<file path="config.mk">
export PLATFORM = sky130hd
export DESIGN_NAME = id_ex_stage
export DESIGN_NICKNAME = d
export VERILOG_FILES = /design/src/rtl/pipe_pkg.sv /design/src/rtl/hazard_detect.sv /design/src/rtl/id_ex_stage.sv
export SDC_FILE = /design/constraint.sdc
export NUM_CORES = 1
export LEC_CHECK = 0
export CAP_MARGIN = 20
export CORE_ASPECT_RATIO = 2
export CORE_MARGIN = 8
export CORE_UTILIZATION = 38
export DETAILED_ROUTE_END_ITERATION = 6
export PLACE_DENSITY = 0.9
export SYNTH_ARGS = -nofsm -noshare
export SYNTH_HDL_FRONTEND = slang
export SYNTH_SLANG_ARGS = --single-unit
</file>
<file path="constraint.sdc">
create_clock -name clk -period 1.95 [get_ports clk]
set_clock_uncertainty 0.1 [all_clocks]
set_input_delay 0.2925 -clock clk [delete_from_list [all_inputs] [get_ports clk]]
set_output_delay 0.2925 -clock clk [all_outputs]
set_load 0.01 [all_outputs]
</file>
<file path="src/rtl/pipe_pkg.sv">
// Shared pipeline types: decoder control bundle, opcode constants and ID/EX drain FSM states.
package pipe_pkg;

    localparam logic [3:0] NOP   = 4'h0;
    localparam logic [3:0] STORE = 4'h1;
    localparam logic [3:0] JUMP  = 4'h2;
    localparam logic [3:0] LOAD  = 4'h3;
    localparam logic [3:0] SHIFT = 4'h4;
    localparam logic [3:0] EOP   = 4'hF;

    typedef struct packed {
        logic       jmp;
        logic       eop;
        logic       ctrl_sel;
        logic       mem_wr;
        logic       wr_bk_sel;
        logic [1:0] reg_wr;
        logic [3:0] alu_sel;
        logic [1:0] dir_val;
    } ctrl_t;

    typedef enum logic [1:0] {
        RUN   = 2'd0,
        DRAIN = 2'd1,
        HALT  = 2'd2
    } idex_state_t;

endpackage

</file>
<file path="src/rtl/hazard_detect.sv">
// Combinational load-use hazard check between the EX-resident load and the decode slot.
module hazard_detect #(
    parameter int RADDR_W = 4
) (
    input  logic               i_ex_valid,
    input  logic               i_ex_wr_bk_sel,
    input  logic [1:0]         i_ex_reg_wr,
    input  logic [RADDR_W-1:0] i_ex_rd,
    input  logic               i_id_valid,
    input  logic [RADDR_W-1:0] i_id_rs,
    input  logic [RADDR_W-1:0] i_id_rt,
    output logic               o_hazard
);

    logic w_ex_is_load;
    logic w_match;

    // A load only matters if it will actually write a register from memory.
    assign w_ex_is_load = i_ex_valid && i_ex_wr_bk_sel && (i_ex_reg_wr != 2'b00);
    assign w_match      = (i_ex_rd == i_id_rs) || (i_ex_rd == i_id_rt);
    assign o_hazard     = w_ex_is_load && i_id_valid && w_match;

endmodule

</file>
<file path="src/rtl/id_ex_stage.sv">
// ID/EX pipeline register with load-use stall, flush, and EOP drain-to-halt FSM.
// Optional hazard-stall counter output stall_cnt when IDEX_PERF_CNT_EN is defined.
module id_ex_stage
    import pipe_pkg::*;
#(
    parameter int DATA_W    = 16,
    parameter int RADDR_W   = 4,
    parameter int DRAIN_CYC = 3
) (
    input  logic               clk,
    input  logic               rst,
    input  logic               id_valid,
    input  logic [RADDR_W-1:0] id_rs,
    input  logic [RADDR_W-1:0] id_rt,
    input  logic [RADDR_W-1:0] id_rd,
    input  logic [DATA_W-1:0]  id_rs_data,
    input  logic [DATA_W-1:0]  id_rt_data,
    input  logic [DATA_W-1:0]  id_imm,
    input  logic               id_jmp,
    input  logic               id_eop,
    input  logic               id_ctrl_sel,
    input  logic               id_mem_wr,
    input  logic               id_wr_bk_sel,
    input  logic [1:0]         id_reg_wr,
    input  logic [3:0]         id_alu_sel,
    input  logic [1:0]         id_dir_val,
    input  logic               flush,
    output logic               ex_valid,
    output logic [RADDR_W-1:0] ex_rs,
    output logic [RADDR_W-1:0] ex_rt,
    output logic [RADDR_W-1:0] ex_rd,
    output logic [DATA_W-1:0]  ex_rs_data,
    output logic [DATA_W-1:0]  ex_rt_data,
    output logic [DATA_W-1:0]  ex_imm,
    output logic               ex_jmp,
    output logic               ex_eop,
    output logic               ex_ctrl_sel,
    output logic               ex_mem_wr,
    output logic               ex_wr_bk_sel,
    output logic [1:0]         ex_reg_wr,
    output logic [3:0]         ex_alu_sel,
    output logic [1:0]         ex_dir_val,
    output logic               stall,
`ifdef IDEX_PERF_CNT_EN
    output logic [15:0]        stall_cnt,
`endif
    output logic               halted
);

    localparam int CNT_W = (DRAIN_CYC > 1) ? $clog2(DRAIN_CYC) : 1;

    idex_state_t        r_state;
    logic [CNT_W-1:0]   r_cnt;
    logic               r_halted;
    logic               r_ex_valid;
    ctrl_t              r_ex_ctrl;
    logic [RADDR_W-1:0] r_ex_rs;
    logic [RADDR_W-1:0] r_ex_rt;
    logic [RADDR_W-1:0] r_ex_rd;
    logic [DATA_W-1:0]  r_ex_rs_data;
    logic [DATA_W-1:0]  r_ex_rt_data;
    logic [DATA_W-1:0]  r_ex_imm;

    ctrl_t w_id_ctrl;
    logic  w_hazard;
    logic  w_run;
    logic  w_bubble;
    logic  w_eop_capture;

    assign w_id_ctrl = '{jmp:       id_jmp,
                         eop:       id_eop,
                         ctrl_sel:  id_ctrl_sel,
                         mem_wr:    id_mem_wr,
                         wr_bk_sel: id_wr_bk_sel,
                         reg_wr:    id_reg_wr,
                         alu_sel:   id_alu_sel,
                         dir_val:   id_dir_val};

    hazard_detect #(
        .RADDR_W (RADDR_W)
    ) u_hazard (
        .i_ex_valid     (r_ex_valid),
        .i_ex_wr_bk_sel (r_ex_ctrl.wr_bk_sel),
        .i_ex_reg_wr    (r_ex_ctrl.reg_wr),
        .i_ex_rd        (r_ex_rd),
        .i_id_valid     (id_valid),
        .i_id_rs        (id_rs),
        .i_id_rt        (id_rt),
        .o_hazard       (w_hazard)
    );

    // Flush outranks the hazard: the stalled instruction is being killed anyway.
    assign w_run         = (r_state == RUN);
    assign stall         = w_run && w_hazard && !flush;
    assign w_bubble      = flush || !w_run || w_hazard;
    assign w_eop_capture = !w_bubble && id_valid && id_eop;

    always_ff @(posedge clk) begin
        if (rst) begin
            r_state      <= RUN;
            r_cnt        <= '0;
            r_halted     <= 1'b0;
            r_ex_valid   <= 1'b0;
            r_ex_ctrl    <= '0;
            r_ex_rs      <= '0;
            r_ex_rt      <= '0;
            r_ex_rd      <= '0;
            r_ex_rs_data <= '0;
            r_ex_rt_data <= '0;
            r_ex_imm     <= '0;
        end else begin
            if (w_bubble) begin
                r_ex_valid   <= 1'b0;
                r_ex_ctrl    <= '0;
                r_ex_rs      <= '0;
                r_ex_rt      <= '0;
                r_ex_rd      <= '0;
                r_ex_rs_data <= '0;
                r_ex_rt_data <= '0;
                r_ex_imm     <= '0;
            end else begin
                r_ex_valid   <= id_valid;
                r_ex_ctrl    <= id_valid ? w_id_ctrl : '0;
                r_ex_rs      <= id_rs;
                r_ex_rt      <= id_rt;
                r_ex_rd      <= id_rd;
                r_ex_rs_data <= id_rs_data;
                r_ex_rt_data <= id_rt_data;
                r_ex_imm     <= id_imm;
            end

            case (r_state)
                RUN: begin
                    if (w_eop_capture) begin
                        r_state <= DRAIN;
                        r_cnt   <= CNT_W'(DRAIN_CYC - 1);
                    end
                end
                DRAIN: begin
                    if (r_cnt == '0) begin
                        r_state  <= HALT;
                        r_halted <= 1'b1;
                    end else begin
                        r_cnt <= r_cnt - CNT_W'(1);
                    end
                end
                HALT: begin
                    r_halted <= 1'b1;
                end
                default: begin
                    r_state <= RUN;
                end
            endcase
        end
    end

`ifdef IDEX_PERF_CNT_EN
    logic [15:0] r_stall_cnt;

    always_ff @(posedge clk) begin
        if (rst) begin
            r_stall_cnt <= '0;
        end else if (stall && (r_stall_cnt != 16'hFFFF)) begin
            r_stall_cnt <= r_stall_cnt + 16'd1;
        end
    end

    assign stall_cnt = r_stall_cnt;
`endif

    assign ex_valid     = r_ex_valid;
    assign ex_rs        = r_ex_rs;
    assign ex_rt        = r_ex_rt;
    assign ex_rd        = r_ex_rd;
    assign ex_rs_data   = r_ex_rs_data;
    assign ex_rt_data   = r_ex_rt_data;
    assign ex_imm       = r_ex_imm;
    assign ex_jmp       = r_ex_ctrl.jmp;
    assign ex_eop       = r_ex_ctrl.eop;
    assign ex_ctrl_sel  = r_ex_ctrl.ctrl_sel;
    assign ex_mem_wr    = r_ex_ctrl.mem_wr;
    assign ex_wr_bk_sel = r_ex_ctrl.wr_bk_sel;
    assign ex_reg_wr    = r_ex_ctrl.reg_wr;
    assign ex_alu_sel   = r_ex_ctrl.alu_sel;
    assign ex_dir_val   = r_ex_ctrl.dir_val;
    assign halted       = r_halted;

endmodule

</file>
After elaboration in Yosys (flattened, before gate mapping)
Cells that the tools add are included.
{ "op_classes": {"n_addsub": 1, "multipliers": 0, "div": 0, "magnitude_cmp": 0, "n_eq_ne": 7, "n_shift": 0, "mux": 8, "bitwise_logic": 2, "reduce_logical": 24} }
{ "ops": {"columns": ["operator", "n"], "rows": [
  ["$eq 4x4->1", 2],
  ["$logic_and 1x1->1", 8],
  ["$mux 2", 4],
  ["$pmux 2 s3", 1],
  ["$reduce_and 3->1", 2],
  ["$reduce_bool 2->1", 3],
  ["$logic_not 2->1", 2],
  ["$ne 2x2->1 const B", 2],
  ["$pmux 2 s2", 1],
  ["$logic_not 1->1", 3],
  ["$logic_or 1x1->1", 3],
  ["$reduce_or 3->1", 1],
  ["$eq 2x1->1 const B", 1],
  ["$eq 2x2->1 const B", 1],
  ["$ne 2x1->1 const B", 1],
  ["$not 1->1", 2],
  ["$pmux 1 s2", 1],
  ["$reduce_and 2->1", 1],
  ["$reduce_or 2->1", 1],
  ["$sub 2x1->2 const B", 1],
  ["$mux 1", 1]
]} }
{ "totals": {"regBits": 79, "latchBits": 0, "ramBits": 0, "rom_bits": 0, "input_bits": 77, "output_inout_bits": 76, "elab_cells": 60, "memories": 0} }

Depth between registers and ports, before layout
Gate-level depths: netlist (run 1).
{ "depth": {"depth_word": 10, "depth_mapped": 6, "ltp_nobuf": 6} }

By module
Synthesis (run 1) repeated with hierarchy kept, for this count alone.
{ "hier_totals": {"hier_cells": 193, "hier_area_um2": 2352.3} }
{ "modules_own_cells": {"columns": ["mod", "instances", "cells_per_inst", "area_each_um2", "seq_area_each_um2"], "rows": [
  ["id_ex_stage", 1, 181, 2255.9, 1581.5],
  ["hazard_detect", 1, 12, 96.3, 0.0]
]} }

Worst setup path before layout (run 1)
Ideal clock, no wire load.
{ "synth_timing": {"path_kind": "flip-flop to output port", "start": "register r_ex_rd[2], in the netlist ex_rd[2]", "end": "output stall", "t_arrival_ns": 1.338, "required_ns": 1.558, "slack_ns": 0.219, "stages_incl_launch_ff": 7, "n_path_buf": 2, "path_cell_list": "dfxtp_1 -> xnor2_1 -> nand4_1 -> a21oi_2 -> buf_6 -> buf_6 -> and2_1"} }
{ "synth_between": {"elab_chain_len": 5, "elab_cells_between_ends": 6, "cone_classes": "eq/ne (2); reduce/logical (4)"} }
{ "synth_rtl": {"columns": ["item", "line", "rtl"], "rows": [
  ["from (decl)", "id_ex_stage.sv:59", "logic [RADDR_W-1:0] r_ex_rd;"],
  ["from (signal assigned)", "id_ex_stage.sv:126", "r_ex_rd <= id_rd;"],
  ["$eq 4x4->1", "hazard_detect.sv:20", "assign w_match = (i_ex_rd == i_id_rs) || (i_ex_rd == i_id_rt);"],
  ["$logic_or 1x1->1 *", "hazard_detect.sv:20", null],
  ["$logic_and 1x1->1 *", "hazard_detect.sv:21", "assign o_hazard = w_ex_is_load && i_id_valid && w_match;"],
  ["$logic_and 1x1->1 * (2 in series)", "id_ex_stage.sv:94", "assign stall = w_run && w_hazard && !flush;"],
  ["to (decl)", "id_ex_stage.sv:43", "output logic stall,"]
]} }
Every way passes the cells marked *; elsewhere a longest branch is shown, timed or not.

Worst setup path after layout (run 1)
{ "layout_timing": {"start": "input id_valid", "end": "output stall"} }
{ "layout_between": {"elab_chain_len": 4} }
{ "layout_rtl": {"columns": ["item", "line", "rtl"], "rows": [
  ["from (decl)", "id_ex_stage.sv:12", "input logic id_valid,"],
  ["$logic_and 1x1->1 (2 in series)", "hazard_detect.sv:21", null],
  ["$logic_and 1x1->1 (2 in series)", "id_ex_stage.sv:94", null]
]} }
No other way between the ends.

==> PnR_summary.wiki, run 1 <==
{| class="wikitable"
! Metric !! Value
|-
| Outcome || finished clean
|-
| Sequential-to-total area share from yosys stat || 57.3%
|-
| Slew at the pin closest to its max-slew limit || 528 ps
|-
| CTS H-Tree Depth || 3
|-
| Hold buffer count at CTS || 0
|-
| Crit end category || output pin
|-
| Max Clock Freq || 521 MHz
|-
| Sum of negative setup slack || 0 ps
|-
| Largest net degree at the start of global routing || 63
|-
| Synthesized area divided by synthesized cell count || 12.7 µm²
|-
| Total of max-cap violations || 0
|-
| Starting Density || 38.6%
|-
| Antenna Cells || 0
|-
| Ports || 153
|-
| Post-route DRC violation count || 0
|-
| Global-route wire length before repair || 12.9 mm
|-
| Number of global-route vias before repair || 2552
|-
| Net count, final || 452
|-
| Syn_nets || 295
|-
| Relative slew slack || 64.7%
|-
| Leftover overflow at the end of global routing || 0
|-
| #FFs+latches synth || 79
|-
| Die outline area || 10400 µm²
|-
| Detail Route Antenna Nets || 0
|-
| Clock sink total || 79
|-
| Number of max-slew violations in the final report || 0
|-
| Cell area after technology mapping || 2760 µm²
|-
| Worst Hold Class || in2reg
|-
| Number of DRC markers in iteration 0 || 53
|-
| Gr usage total || 15.8%
|-
| Clock period minus worst slack || 1920 ps
|-
| Buffer cell driving the clock tree root || clkbuf_16
|-
| 1st-pass router iterations || 4
|-
| Die Span X || 76.3 µm
|-
| Most common library cell in the layout ignoring fill and taps || clkdlybuf4s50_1
|-
| Worst-skew pair later-pin latency || 330 ps
|-
| Leakage component of the power || 0.00185 µW
|-
| Critical path required time || 1560 ps
|-
| Setup repair after global routing missed its margin || true
|-
| Gate count after technology mapping || 217
|-
| Non-filler instance count after layout || 471
|-
| Clock slew at reported path FFs || 50 ps
|-
| Worst-path fanout max || 2
|-
| Clock tree from TritonCTS || done
|-
| Final Routed Wirelength || 8.27 mm
|-
| Layout Utilization || 67.1%
|-
| Vias post-DR || 2327
|-
| Antenna violations before repair || 0
|-
| Worst EP arrival || 1530 ps
|-
| Layout-stage area growth over the synthesis result || 73.8%
|-
| Core Region || 7160 µm²
|-
| Setup CP Type || in2out
|-
| Wire per inst || 17.6 µm
|-
| Die height || 137 µm
|-
| Floorplan row count || 44
|-
| Total clock buffers created by CTS || 9
|-
| Most frequent cells in the layout || clkdlybuf4s50_1, dfxtp_1, nor4bb_1
|-
| Number of failing hold endpoints at the final stage || 0
|-
| Yosys cell types || 29
|-
| Final weighted congestion in routability-driven placement || 0.774
|-
| Post-placement cell count || 454
|-
| Final period util || 98.4%
|-
| Setup-violating endpoint count in the final report || 0
|-
| Post-detailed-route via-to-cell ratio || 4.94
|-
| Startpoint type of the worst setup path || primary input
|-
| Max rail drop VDD || 0.000611 V
|-
| Share of final-layout standard cells stronger than drive strength 1 || 16.4%
|-
| Power density relative to cell area || 833 nW/µm²
|-
| Synthesis Warnings || 0
|-
| Number of I/O port buffers || 152
|-
| Maximum number of buffers from clock root to sink || 2
|-
| Final HPWL from detailed placement || 6.10 mm
|}
[area by class of cell]
type / instances / area [µm²]
flip-flops and latches: 79 / 1590
repair buffers: 168 / 1660
multi-input cells: 112 / 1090
inverters: 4 / 15.0
fillers: 513 / 2360
clock buffers: 13 / 260
well taps: 92 / 115
clock inverters: 3 / 65.1
[cells in the mapped netlist, drive strengths merged]
library cell	instances	area [µm²]
nor3	3	26.3
nand4bb	1	11.3
nand2	2	7.51
o2111ai	1	8.76
nor2	3	11.3
nand4b	1	8.76
nor3b	13	97.6
and4bb	10	125
a21o	1	7.51
and2	1	6.26
o21ai	2	10.0
ha	1	12.5
clkbuf	15	60.1
inv	4	15.0
nand4	2	12.5
a31oi	1	6.26
buf	7	58.8
xnor2	8	70.1
nand2b	4	25.0
a21oi	6	33.8
dfxtp	79	1580
nand3b	2	15.0
nor4bb	50	551
[flip-flops by register name (all words and copies together) (netlist names), 4 cells and up]
| name | count |
|---|---|
| ex_alu_sel | 4 |
| ex_rs_data | 16 |
| ex_rs | 4 |
| ex_rd | 4 |
| ex_rt | 4 |
| ex_rt_data | 16 |
| ex_imm | 16 |
[metal layers]
layer | vias to the layer above | part of all wire [%] | global-route usage [%]
met5 | - | 0 | 0
met4 | 0 | 1.9 | 7.65
met3 | 12 | 16 | 12.7
met2 | 149 | 42 | 23.4
met1 | 1051 | 40 | 15.7
li1 | 1115 | - | -
[stage by stage]
step | hold slack [ps] | worst slack [ps] | cell area, µm² | power, µW
6_report | 177 | 32.0 | 4800 | 4000
5_1_grt | 171 | -55.1 | 4800 | 4150
3_5_place_dp | 357 | -475 | 4390 | 2250
4_1_cts | 284 | -19.9 | 4740 | 4040
3_3_place_gp | 354 | -452 | 4390 | 2240
2_1_floorplan | 345 | 219 | 2760 | 1930
[cells by family after synthesis]
family	count (synthesis)	share of synthesized area [%]
AOI/OAI and AO/OA	11	2.40
xor gates and xnor gates	8	2.54
adders and majority gates	1	0.453
buffers and inverters	26	4.85
DFF	79	57.3
and+or+nand+nor	92	32.5
[path summary, 6_finish.rpt]
check	slack (ps)	depth (start not counted)	to	start
min	180	2	ex_rs[0]	id_rs[0]
max	30	6	stall	id_valid
min reg2reg	360	2	halted	halted
max reg2reg	130	6	ex_rt_data[9]	ex_rd[0]
[what timing repair did]
item / in CTS / in global routing
endpoints found under the setup margin: 16 / 31
cloned: 0 / 0
pin swaps: 4 / 7
buffers inserted: 1 / 0
resized for setup: 8 / 19
[power breakdown]
part / internal, µW / leakage [µW] / total [µW] / switching (µW)
clock: 1190 / 0.000160 / 1780 / 590
sequential: 1680 / 0.000649 / 1710 / 26.6
combinational: 343 / 0.00104 / 511 / 168
[worst max-delay path: stages]
cell and delay (ps):
clkdlybuf4s50_1 500, o2111ai_2 160, buf_4 180, a21oi_4 140
and2_4 160, buf_6 100
No activity file was read; power rests on OpenSTA's default activity.
==> inputs of run 2 (changes only) <==
--- a/config.mk
+++ b/config.mk
@@ -10,6 +10,7 @@
 export CORE_MARGIN = 8
 export CORE_UTILIZATION = 38
 export DETAILED_ROUTE_END_ITERATION = 6
+export MAX_ROUTING_LAYER = met4
 export PLACE_DENSITY = 0.9
 export SYNTH_ARGS = -nofsm -noshare
 export SYNTH_HDL_FRONTEND = slang
==> constraint.sdc (replaced) <==
create_clock -name clk -period 1.95 [get_ports clk]
set_clock_uncertainty 0.1 [all_clocks]
set_input_delay 0.2925 -clock clk [delete_from_list [all_inputs] [get_ports clk]]
set_output_delay 0.2925 -clock clk [all_outputs]
set_load 0.005 [all_outputs]
==> run 2 against run 1 <==
  * First-iteration DRC count grew 13%
  * Global-route usage up 1.3 points
  * Non-clock buffer count stayed put
  * Critical path depth fell by 1
  * Register-to-register slack is essentially flat
  * Sequential power is essentially flat
  * Setup slack improved by 24 ps
  * Combinational power fell by 3%
  * Largest cell class unchanged
==> PnR_summary.wiki, run 2 (synthesis results as in run 1) <==
{| class="wikitable"
! Metric !! Value
|-
| Largest net degree at the start of global routing || 43
|-
| Wire per inst || 18.0 µm
|-
| CTS H-Tree Depth || 3
|-
| Critical path required time || 1560 ps
|-
| Maximum number of buffers from clock root to sink || 2
|-
| Number of global-route vias before repair || 2588
|-
| Relative slew slack || 64.4%
|-
| Layout-stage area growth over the synthesis result || 73.5%
|-
| Slew at the pin closest to its max-slew limit || 533 ps
|-
| Clock sink total || 79
|-
| 1st-pass router iterations || 4
|-
| Final-layout worst hold slack || 301 ps
|-
| Floorplan row count || 44
|-
| Most common library cell in the layout ignoring fill and taps || clkdlybuf4s50_1
|-
| Final HPWL from detailed placement || 6.35 mm
|-
| Antenna Cells || 0
|-
| Gr usage total || 17.1%
|-
| Die Span X || 76.3 µm
|-
| Comb pwr share || 12.2%
|-
| Die outline area || 10400 µm²
|-
| Share of total power consumed by net switching || 18.9%
|-
| Non-filler instance count after layout || 471
|-
| Number of DRC markers in iteration 0 || 60
|-
| Internal power consumption || 3290 µW
|-
| Total of max-cap violations || 0
|-
| Setup slack on the worst flop-to-flop path || 130 ps
|-
| Clock slew at reported path FFs || 60 ps
|-
| Worst-skew pair later-pin latency || 320 ps
|-
| Sum of negative setup slack || 0 ps
|-
| Sequential group share of total power || 42.1%
|-
| Crit end category || output pin
|-
| Setup repair after global routing missed its margin || true
|-
| Max rail drop VDD || 0.000683 V
|-
| Core Region || 7160 µm²
|-
| Clock tree from TritonCTS || done
|-
| Post-route DRC violation count || 0
|-
| Share of final-layout standard cells stronger than drive strength 1 || 16.4%
|-
| Net count, final || 452
|-
| Number of I/O port buffers || 152
|-
| Post-detailed-route via-to-cell ratio || 4.99
|-
| Worst-path fanout max || 3
|-
| Number of failing hold endpoints at the final stage || 0
|-
| Global-route wire length before repair || 13.6 mm
|-
| Antenna violations before repair || 0
|-
| Final period util || 97.1%
|-
| Most frequent cells in the layout || clkdlybuf4s50_1, dfxtp_1, nor4bb_1
|-
| Starting Density || 38.6%
|-
| Buffer cell driving the clock tree root || clkbuf_16
|-
| Final Routed Wirelength || 8.48 mm
|-
| Leakage component of the power || 0.00181 µW
|-
| Power density relative to cell area || 847 nW/µm²
|-
| Leftover overflow at the end of global routing || 0
|-
| Setup CP Type || reg2out
|-
| Worst Hold Class || in2reg
|-
| Startpoint type of the worst setup path || flop
|-
| Die height || 137 µm
|-
| Vias post-DR || 2351
|-
| Post-placement cell count || 455
|-
| Total clock buffers created by CTS || 9
|-
| Ports || 153
|-
| Max Clock Freq || 528 MHz
|-
| Clock period minus worst slack || 1890 ps
|-
| Final weighted congestion in routability-driven placement || 0.798
|-
| Worst EP arrival || 1500 ps
|-
| P_sw || 769 µW
|-
| Number of max-slew violations in the final report || 0
|-
| Detail Route Antenna Nets || 0
|-
| Outcome || finished clean
|-
| Clock network fraction of design power || 45.7%
|-
| Setup-violating endpoint count in the final report || 0
|}
## run 2: layout make-up
type | instances | area, µm²
Timing Repair Buffer | 168 | 1640
Sequential cell | 79 | 1590
Multi-Input combinational cell | 112 | 1090
Clock inverter | 2 | 60.1
Inverter | 4 | 15.0
Tap cell | 92 | 115
Fill cell | 525 | 2370
Clock buffer | 14 | 284
## run 2: power groups by stage
stage	registers, µW	clock network (µW)	logic [µW]
finish	1710	1850	495
global route	1720	1970	530
global placement	1740	0	480
floorplan	1750	0	152
CTS	1710	1900	499
detailed placement	1740	0	494
## run 2: final timing paths
check,to,from,cells after the start
max,stall,ex_rd[1],5
min,ex_rt[3],id_rt[3],2
max reg2reg,ex_rs_data[5],ex_rd[1],6
min reg2reg,halted,halted,2
## run 2: through the flow
| step | total power [µW] | area (µm²) | worst slack [ps] | utilization (%) |
|---|---|---|---|---|
| 2_1_floorplan | 1900 | 2760 | 293 | - |
| 3_3_place_gp | 2220 | 4410 | -418 | 61.7 |
| 3_5_place_dp | 2240 | 4410 | -442 | 61.7 |
| 4_1_cts | 4110 | 4780 | 62.9 | 66.8 |
| 5_1_grt | 4220 | 4790 | -37.1 | 66.9 |
| 6_report | 4060 | 4790 | 56.3 | 66.9 |
## run 2: repair_timing
action / CTS / global route
buffers inserted: 0 / 1
pin swaps: 4 / 2
gates resized for setup: 22 / 1
hold buffers: 0 / 0
setup endpoints to repair: 11 / 16
cloned: 0 / 0
hold endpoints to repair: 0 / 0
## run 2: per-layer routing
| layer | wire length (µm) | global-route usage (%) |
|---|---|---|
| met1 | 3530 | 18.5 |
| met2 | 3750 | 25.5 |
| met3 | 1060 | 9.21 |
| met4 | 142 | 7.11 |
| met5 | 0 | - |
## run 2: critical path, cell delays in order, from the launching register on
cell and delay [ps]:
dfxtp_2 340, xnor2_1 150, nand4_1 210, a21oi_4 220
and2_1 140, buf_2 120
==> inputs of run 3 (changes only) <==
--- a/config.mk
+++ b/config.mk
@@ -5,7 +5,6 @@
 export SDC_FILE = /design/constraint.sdc
 export NUM_CORES = 1
 export LEC_CHECK = 0
-export CAP_MARGIN = 20
 export CORE_ASPECT_RATIO = 2
 export CORE_MARGIN = 8
 export CORE_UTILIZATION = 38
@@ -15,3 +14,4 @@
 export SYNTH_ARGS = -nofsm -noshare
 export SYNTH_HDL_FRONTEND = slang
 export SYNTH_SLANG_ARGS = --single-unit
+export TNS_END_PERCENT = 50
==> run 3 against run 2 <==
  * Sequential power is essentially flat
  * Clock-buffer cell count unchanged
  * Register-to-register slack barely moved
  * First-iteration DRC count up 6.7%
  * Hold slack lost 0.85 ps
  * Sequential share of layout area is 0.052 points higher
  * Die area unchanged
  * Utilization fell by 0.10 points
  * Non-clock buffer count fell by 1
  * Critical endpoint unchanged
  * Largest cell class unchanged
  * Largest power group unchanged
==> PnR_summary.wiki, run 3 (synthesis results as in run 1) <==
{| class="wikitable"
! Metric !! Value
|-
| Final weighted congestion in routability-driven placement || 0.798
|-
| Relative slew slack || 64.4%
|-
| Power density relative to cell area || 849 nW/µm²
|-
| Net count, final || 451
|-
| Number of cells on the worst hold path || 2
|-
| Final non-filler cell area || 4780 µm²
|-
| Wire per inst || 18.1 µm
|-
| Clock period minus worst slack || 1890 ps
|-
| 1st-pass router iterations || 4
|-
| Comb pwr share || 12.2%
|-
| Number of failing hold endpoints at the final stage || 0
|-
| Cell Area, Placed || 4410 µm²
|-
| Leftover overflow at the end of global routing || 0
|-
| Outcome || finished clean
|-
| Antenna violations before repair || 0
|-
| Start of the worst register-to-register path || r_state[1]
|-
| Share of final-layout standard cells stronger than drive strength 1 || 16.1%
|-
| Final-layout worst hold slack || 300 ps
|-
| Max rail drop VDD || 0.000682 V
|-
| Core Region || 7160 µm²
|-
| Floorplan row count || 44
|-
| Sum of negative setup slack || 0 ps
|-
| Most frequent cells in the layout || clkdlybuf4s50_1, dfxtp_1, nor4bb_1
|-
| Ports || 153
|-
| Clock sink total || 79
|-
| Internal power consumption || 3290 µW
|-
| Vias post-DR || 2340
|-
| Worst Hold Class || in2reg
|-
| Antenna Cells || 0
|-
| Startpoint type of the worst setup path || flop
|-
| Global-route wire length before repair || 13.6 mm
|-
| Setup-violating endpoint count in the final report || 0
|-
| Die outline area || 10400 µm²
|-
| Critical path required time || 1560 ps
|-
| Critical hold path startpoint || id_rt[3]
|-
| P_sw || 769 µW
|-
| Number of DRC markers in iteration 0 || 64
|-
| Largest net degree at the start of global routing || 43
|-
| Die height || 137 µm
|-
| Number of filler cells placed in the layout || 526
|-
| Reg2reg path depth || 4
|-
| CTS H-Tree Depth || 3
|-
| Setup CP Type || reg2out
|-
| Slowest CP cell || dfxtp_2
|-
| Most used routing layer || met2
|-
| Post-route DRC violation count || 0
|-
| Leakage component of the power || 0.00180 µW
|-
| Slew at the pin closest to its max-slew limit || 533 ps
|-
| Hold buffer count at CTS || 0
|-
| Clock tree from TritonCTS || done
|-
| Layout Utilization || 66.8%
|-
| Total power of the final layout || 4060 µW
|-
| Final HPWL from detailed placement || 6.35 mm
|-
| Setup slack on the worst flop-to-flop path || 130 ps
|-
| Clock slew at reported path FFs || 60 ps
|-
| Setup Fix Bufs, Post-CTS || 0
|-
| Maximum number of buffers from clock root to sink || 2
|-
| Count of cell instances traversed by the critical path || 5
|-
| Crit end category || output pin
|-
| Starting Density || 38.6%
|-
| Detail Route Antenna Nets || 0
|-
| Max Clock Freq || 528 MHz
|-
| Worst Hold Path EP || ex_rt[3]
|-
| Post-detailed-route via-to-cell ratio || 4.98
|-
| Worst-skew pair later-pin latency || 330 ps
|-
| Layout-stage area growth over the synthesis result || 73.2%
|-
| Series of cell instances along the critical path || xnor2_1 -> nand4_1 -> a21oi_4 -> and2_1 -> buf_2
|-
| Met3 global-route usage || 9.21%
|-
| Largest delay share family, worst path || simple AND/OR/NAND/NOR gates
|-
| Met1 GRT Util || 18.5%
|-
| Final Routed Wirelength || 8.49 mm
|-
| Number of I/O port buffers || 152
|-
| Buffer cell driving the clock tree root || clkbuf_16
|-
| Met2 capacity usage during global routing || 25.5%
|-
| Number of global-route vias before repair || 2588
|-
| Die Span X || 76.3 µm
|-
| Gr usage total || 17.1%
|-
| Final period util || 97.0%
|-
| Critical R2R Capture || ex_reg_wr[1]
|-
| Total clock buffers created by CTS || 9
|-
| Most common library cell in the layout ignoring fill and taps || clkdlybuf4s50_1
|-
| Worst-path fanout max || 3
|-
| Sequential group share of total power || 42.1%
|-
| Clock network fraction of design power || 45.7%
|-
| Number of max-slew violations in the final report || 0
|-
| Setup repair after global routing missed its margin || true
|-
| Buffering stage count on the worst path with inverters included || 1
|-
| Share of total power consumed by net switching || 19.0%
|-
| Worst EP arrival || 1500 ps
|-
| Largest incremental delay on the critical path || 340 ps
|-
| Total of max-cap violations || 0
|}
[run 3: cell types whose count changed in the layout (fill, tap and decap cells not counted), sizes merged]
cell and delta:
buf -1
[run 3: through the flow]
step	std cells	setup WS (ps)
finish	470	57.6
CTS	470	62.9
floorplan	217	293
global route	470	-37.1
global placement	455	-418
detailed placement	455	-442
[run 3: cell type report]
class                           instances  area [µm²]  area share, %
Clock buffer                           14         284           5.94
Clock inverter                          2        60.1           1.26
Inverter                                4        15.0          0.314
Multi-Input combinational cell        112        1090           22.8
Sequential cell                        79        1590           33.2
Tap cell                               92         115           2.41
Timing Repair Buffer                  167        1630           34.1
[run 3: what timing repair did]
| action | CTS | global route |
|---|---|---|
| setup endpoints to repair | 11 | 16 |
| gates resized for setup | 22 | 1 |
| pin swaps | 4 | 2 |
| hold endpoints to repair | 0 | 0 |
[run 3: power by group through the flow]
stage | Sequential (µW) | Combinational (µW) | Clock [µW]
detailed placement | 1740 | 494 | 0
floorplan | 1750 | 152 | 0
global placement | 1740 | 480 | 0
global route | 1720 | 528 | 1970
finish | 1710 | 493 | 1860
CTS | 1710 | 499 | 1900
[run 3: layer usage]
layer,vias up,part of all wire [%]
met2,149,44
met3,12,13
met5,-,0
met4,0,1.7
met1,1072,41
li1,1107,-
[run 3: worst max-delay path by stage]
stage	to	start	slack, ps
4_1_cts	stall	ex_rd[0]	60
5_1_grt	stall	ex_rd[1]	-40
3_3_place_gp	stall	id_rt[2]	-420
6_report	stall	ex_rd[1]	60
3_5_place_dp	stall	id_rt[2]	-440
2_1_floorplan	stall	ex_rd[2]	290
